--- config.mk ---
export PLATFORM = sky130hd
export DESIGN_NAME = sub8_serial
export DESIGN_NICKNAME = d
export VERILOG_FILES = /design/src/rtl/sub8_serial.sv
export SDC_FILE = /design/constraint.sdc
export NUM_CORES = 1
export LEC_CHECK = 0
export ABC_AREA = 1
export BUFFER_PORTS_ARGS = -buffer_cell sky130_fd_sc_hd__buf_2
export CORE_MARGIN = 1
export CORE_UTILIZATION = 45
export DETAILED_ROUTE_END_ITERATION = 8
export PLACE_DENSITY_LB_ADDON = 0.2
export SLEW_MARGIN = 25
export SYNTH_ARGS = -nofsm -noshare
export SYNTH_HDL_FRONTEND = slang
export SYNTH_SLANG_ARGS = --single-unit
export TNS_END_PERCENT = 30
--- constraint.sdc ---
create_clock -name clk -period 1.9 [get_ports clk]
set_clock_uncertainty 0.2 [all_clocks]
set_input_delay 0.19 -clock clk [delete_from_list [all_inputs] [get_ports clk]]
set_output_delay 0.19 -clock clk [all_outputs]
set_load 0.03 [all_outputs]
--- src/rtl/sub8_serial.sv ---
// rtl/sub8_serial.sv - bit-serial multi-cycle subtractor, one bit per clock
//
// Purpose:
//   Computes d = a - b - bi with a single full-adder cell. The cell is fed
//   a, ~b and a carry-in of ~bi. It resolves one bit per clock, LSB first,
//   under a start/busy/done handshake. The result registers are written only
//   on the SHIFT->DONE edge and hold until the next completion or a reset.
//
// Ports:
//   clk    in   1      rising-edge clock
//   rst_n  in   1      asynchronous active-low reset
//   start  in   1      request, sampled only in IDLE
//   a      in   WIDTH  minuend, captured on the accepted start edge
//   b      in   WIDTH  subtrahend, captured on the accepted start edge
//   bi     in   1      borrow-in, captured on the accepted start edge
//   busy   out  1      high while shifting
//   done   out  1      one-cycle completion pulse
//   d      out  WIDTH  difference mod 2^WIDTH
//   bo     out  1      borrow-out (a < b + bi, unsigned)
//   ovf    out  1      signed two's-complement overflow
//   zero   out  1      d == 0

module sub8_serial #(
  parameter int WIDTH = 8
) (
  input  logic             clk,
  input  logic             rst_n,
  input  logic             start,
  input  logic [WIDTH-1:0] a,
  input  logic [WIDTH-1:0] b,
  input  logic             bi,
  output logic             busy,
  output logic             done,
  output logic [WIDTH-1:0] d,
  output logic             bo,
  output logic             ovf,
  output logic             zero
);

  localparam int CW = $clog2(WIDTH);
  localparam logic [CW-1:0] CNT_LAST = CW'(WIDTH - 1);

  localparam logic [1:0] S_IDLE  = 2'd0;
  localparam logic [1:0] S_SHIFT = 2'd1;
  localparam logic [1:0] S_DONE  = 2'd2;

  logic [1:0]       state_q, state_d;
  logic [WIDTH-1:0] ra_q, ra_d;
  logic [WIDTH-1:0] rb_q, rb_d;
  logic [WIDTH-1:0] rd_q, rd_d;
  logic             c_q, c_d;
  logic [CW-1:0]    cnt_q, cnt_d;
  logic             a_msb_q, a_msb_d;
  logic             b_msb_q, b_msb_d;
  logic [WIDTH-1:0] d_q, d_d;
  logic             bo_q, bo_d;
  logic             ovf_q, ovf_d;
  logic             zero_q, zero_d;

  // Full-adder cell on the current LSBs; rb already holds ~b.
  logic             sum_bit;
  logic             carry_out;
  logic [WIDTH-1:0] rd_shift;

  always_comb begin
    sum_bit   = ra_q[0] ^ rb_q[0] ^ c_q;
    carry_out = (ra_q[0] & rb_q[0]) | (ra_q[0] & c_q) | (rb_q[0] & c_q);
    rd_shift  = {sum_bit, rd_q[WIDTH-1:1]};
  end

  always_comb begin
    state_d = state_q;
    ra_d    = ra_q;
    rb_d    = rb_q;
    rd_d    = rd_q;
    c_d     = c_q;
    cnt_d   = cnt_q;
    a_msb_d = a_msb_q;
    b_msb_d = b_msb_q;
    d_d     = d_q;
    bo_d    = bo_q;
    ovf_d   = ovf_q;
    zero_d  = zero_q;

    case (state_q)
      S_IDLE: begin
        if (start) begin
          state_d = S_SHIFT;
          ra_d    = a;
          rb_d    = ~b;
          c_d     = ~bi;
          cnt_d   = '0;
          a_msb_d = a[WIDTH-1];
          b_msb_d = b[WIDTH-1];
        end
      end
      S_SHIFT: begin
        ra_d  = {1'b0, ra_q[WIDTH-1:1]};
        rb_d  = {1'b0, rb_q[WIDTH-1:1]};
        rd_d  = rd_shift;
        c_d   = carry_out;
        cnt_d = cnt_q + CW'(1);
        if (cnt_q == CNT_LAST) begin
          state_d = S_DONE;
          d_d     = rd_shift;
          // A final carry of 1 means no borrow was needed.
          bo_d    = ~carry_out;
          ovf_d   = (a_msb_q != b_msb_q) && (rd_shift[WIDTH-1] != a_msb_q);
          zero_d  = (rd_shift == '0);
        end
      end
      S_DONE: begin
        state_d = S_IDLE;
      end
      default: begin
        state_d = S_IDLE;
      end
    endcase
  end

  always_ff @(posedge clk or negedge rst_n) begin
    if (!rst_n) begin
      state_q <= S_IDLE;
      ra_q    <= '0;
      rb_q    <= '0;
      rd_q    <= '0;
      c_q     <= 1'b0;
      cnt_q   <= '0;
      a_msb_q <= 1'b0;
      b_msb_q <= 1'b0;
      d_q     <= '0;
      bo_q    <= 1'b0;
      ovf_q   <= 1'b0;
      zero_q  <= 1'b0;
    end else begin
      state_q <= state_d;
      ra_q    <= ra_d;
      rb_q    <= rb_d;
      rd_q    <= rd_d;
      c_q     <= c_d;
      cnt_q   <= cnt_d;
      a_msb_q <= a_msb_d;
      b_msb_q <= b_msb_d;
      d_q     <= d_d;
      bo_q    <= bo_d;
      ovf_q   <= ovf_d;
      zero_q  <= zero_d;
    end
  end

  assign busy = (state_q == S_SHIFT);
  assign done = (state_q == S_DONE);
  assign d    = d_q;
  assign bo   = bo_q;
  assign ovf  = ovf_q;
  assign zero = zero_q;

endmodule

==> results.sh <==
export IMPL_start_util=0.475
export IMPL_drcViolationCount=0
export IMPL_p_per_area_mw_per_mm2=1660
export IMPL_cp_data_arrival_time_ps=1260
export IMPL_relSlewSlack=0.649
export IMPL_synthDominantAreaCellType="dfrtp_1"
export IMPL_grt_start_max_net_pins=43
export IMPL_worst_skew_pair_late_latency_ps=290
export IMPL_layout_worst_path_cycle_share=0.868
export IMPL_synth_sequential_area_ratio=0.550
export IMPL_synthTopCellsByCount="nand2_1 (128), dfrtp_1 (42), inv_1 (21)"
export IMPL_grt_pass1_wl_um=6180
export IMPL_clock_sinks=42
export IMPL_crit_path_setup_slack_layout_ps=251
export IMPL_iteration_0_drc_count_of_the_detailed_router=81
export IMPL_die_area_mm2=0.00451
export IMPL_cts_max_path_buffers=2
export IMPL_timing_final_max_slew_violations=0
export IMPL_design_final_nets=305
export IMPL_netlist_top_cells_area="dfrtp_1 (55%), nand2_1 (25%), inv_1 (4.1%)"
export IMPL_asyncSetResetFlopFracSynth=1.00
export IMPL_cts_inserted_buffers=5
export IMPL_final_hold_viol_count=0
export IMPL_area_delta_synth_final_pct=21.5
export IMPL_leakage_power_figure_nw=1.32
export IMPL_globalplace_congestion=0.717
export IMPL_hpwl_um=2410
export IMPL_synth_largest_type_area_fraction=0.550
export IMPL_run_status="finished, final reports clean"
export IMPL_final_design_area_no_fill_mm2=0.00232
export IMPL_pin_count=33
export IMPL_worst_tran_pin_value_ps=527
export IMPL_synth_seq_cells=42
export IMPL_number_of_vias_per_cell=4.55
export IMPL_post_cts_buffers=0
export IMPL_max_clock_freq_ghz=0.606
export IMPL_hold_path_class="primary input to flip-flop"
export IMPL_worst_endpoint_required_ps=1510
export IMPL_drive_above_1_share=0.194
export IMPL_die_width_um=67.2
export IMPL_groute_layer_met1_usage=0.274
export IMPL_routed_wire_length_um=3620
export IMPL_irDropWorstVdd_uv=834
export IMPL_maxCapViolCount=0
export IMPL_route_vias_total=1514
export IMPL_htree_levels=2
export IMPL_reg2reg_setup_slack_ps=300
export IMPL_grt_pass1_vias=1348
export IMPL_synth_edff_count=0
export IMPL_antenna_found_initial=0
export IMPL_syn_mean_instance_area_um2=8.07
export IMPL_final_setup_viol_count=0
export IMPL_grt_met3_usage=0.0507
export IMPL_ctsRootBufferMaster="clkbuf_8"
export IMPL_clk_pin_slew_ps=80
export IMPL_synth_warning_count=0
export IMPL_detailed_place_area_mm2=0.00212
export IMPL_unrepaired_setup_endpoints_after_global_routing="no"
export IMPL_drt_antenna_violating_nets=0
export IMPL_num_antenna_cells=0
export IMPL_gr_total_overflow=0
export IMPL_dp_slack_ps=310
export IMPL_setup_tns_final_ps=0
export IMPL_critPathSlowestCell="dfrtp_1"
export IMPL_crit_fanout=10
export IMPL_die_y_um=67.2
export IMPL_grtUsageTotal=0.188
export IMPL_synth_net_count=260
export IMPL_gr_max_usage_layer="met1"
export IMPL_finalCoreUtilization=0.576
export IMPL_synthMostInstantiatedCell="nand2_1"
export IMPL_synthFlopType="dfrtp_1"
export IMPL_timing_critical_path_cells="inv_2 -> nor2_4 -> buf_2"
export IMPL_rows=23
export IMPL_synthesized_netlist_cell_count=237
export IMPL_timing_critical_path_from_type="flip-flop"
export IMPL_io_buffers=32
export IMPL_synthesis_area_mm2=0.00191
export IMPL_core_region_mm2=0.00403
export IMPL_longest_individual_stage_delay_on_the_worst_path_ps=400
export IMPL_criticalPathCategory="flip-flop to output pin"
export IMPL_synthDistinctLibCells=16
export IMPL_crit_path_end_kind="output pin"
export IMPL_tritoncts="built"
export IMPL_final_period_minus_worst_setup_slack_ps=1650
export IMPL_dr_pass1_iters=4
export IMPL_avgRoutedWirePerCell_um=10.9
export IMPL_grt_met2_usage=0.268
-- final cells by class --
cell class	count	area (um2)
timing repair buffer	46	288
fill	389	1710
clock buffer	5	68.8
sequential	42	1050
tap	50	62.6
inverter	22	82.6
multi-input combinational	165	726
clock inverter	3	43.8
-- metrics by stage --
stage	hold WS [ps]	instances	total power (W)
2_1_floorplan	-306	237	0.00273
5_1_grt	40.5	333	0.00420
6_report	11.4	333	0.00385
4_1_cts	7.07	333	0.00389
3_3_place_gp	88.8	316	0.00312
3_5_place_dp	87.6	316	0.00315
-- cell usage in the layout, fill, tap and decap left out --
master,synthesis,routed
nand3_1,2,2
fa_1,1,1
inv_1,21,21
ha_1,2,2
dfrtp_1,42,42
buf_2,5,32
buf_4,0,5
clkinv_2,0,1
clkbuf_8,0,5
bufinv_16,0,1
nor2_4,1,1
o21ai_0,15,15
o21ai_2,7,7
nor2_1,7,7
dlygate4sd3_1,0,9
nand2_4,1,1
nand2_1,128,128
inv_6,0,1
inv_2,1,1
o21ai_1,1,1
-- timing repair --
item | CTS | global route
endpoints found under the hold margin | 52 | 0
resized for setup | 0 | 0
hold buffers | 9 | 0
-- sequential cells by signal (all words and copies together) (netlist names) --
signal,count
rd_q,7
c_q,1
ra_q,8
zero,1
rb_q,8
a_msb_q,1
ovf,1
state_q,2
b_msb_q,1
bo,1
cnt_q,3
d,8
-- routing by layer --
metal | part of all wire | wire [um]
met5 | 0 | 0
met4 | 0.019 | 68
met3 | 0.038 | 138
met2 | 0.43 | 1540
met1 | 0.52 | 1880
-- worst max-delay path: cells and delay by family (launching register included) --
| kind | cells | cell delay [ps] |
|---|---|---|
| buffers and inverters | 2 | 330 |
| flip-flops | 1 | 400 |
| AND/OR/NAND/NOR | 1 | 240 |
-- where the power goes --
group | switching (W) | total (W) | internal [W]
Combinational | 0.00108 | 0.00163 | 0.000545
Clock | 0.000315 | 0.000709 | 0.000394
Sequential | 0.000226 | 0.00151 | 0.00128
-- kinds of logic (layout without fill, tap and decap cells) --
kind of cell    count (synthesis)  in the layout  share of synthesized area
compound gates                 23             23                     0.0739
buf+inv                        30             76                     0.0707
fa+ha+maj                       3              3                     0.0236
simple gates                  139            139                      0.282
flops                          42             42                      0.550
-- path summary, 6_finish.rpt --
| kind | from | endpoint | cells past startpoint |
|---|---|---|---|
| setup / recovery | state_q[0] | busy | 3 |
| hold / removal | b[2] | rb_q[2] | 6 |
| hold reg to reg | d[6] | d[6] | 2 |
| max in group asynchronous | rst_n | ra_q[0] | 3 |
| setup reg to reg | ra_q[0] | ovf | 5 |
| min in group asynchronous | rst_n | ra_q[3] | 3 |
Power figures use the tool's default switching activity.
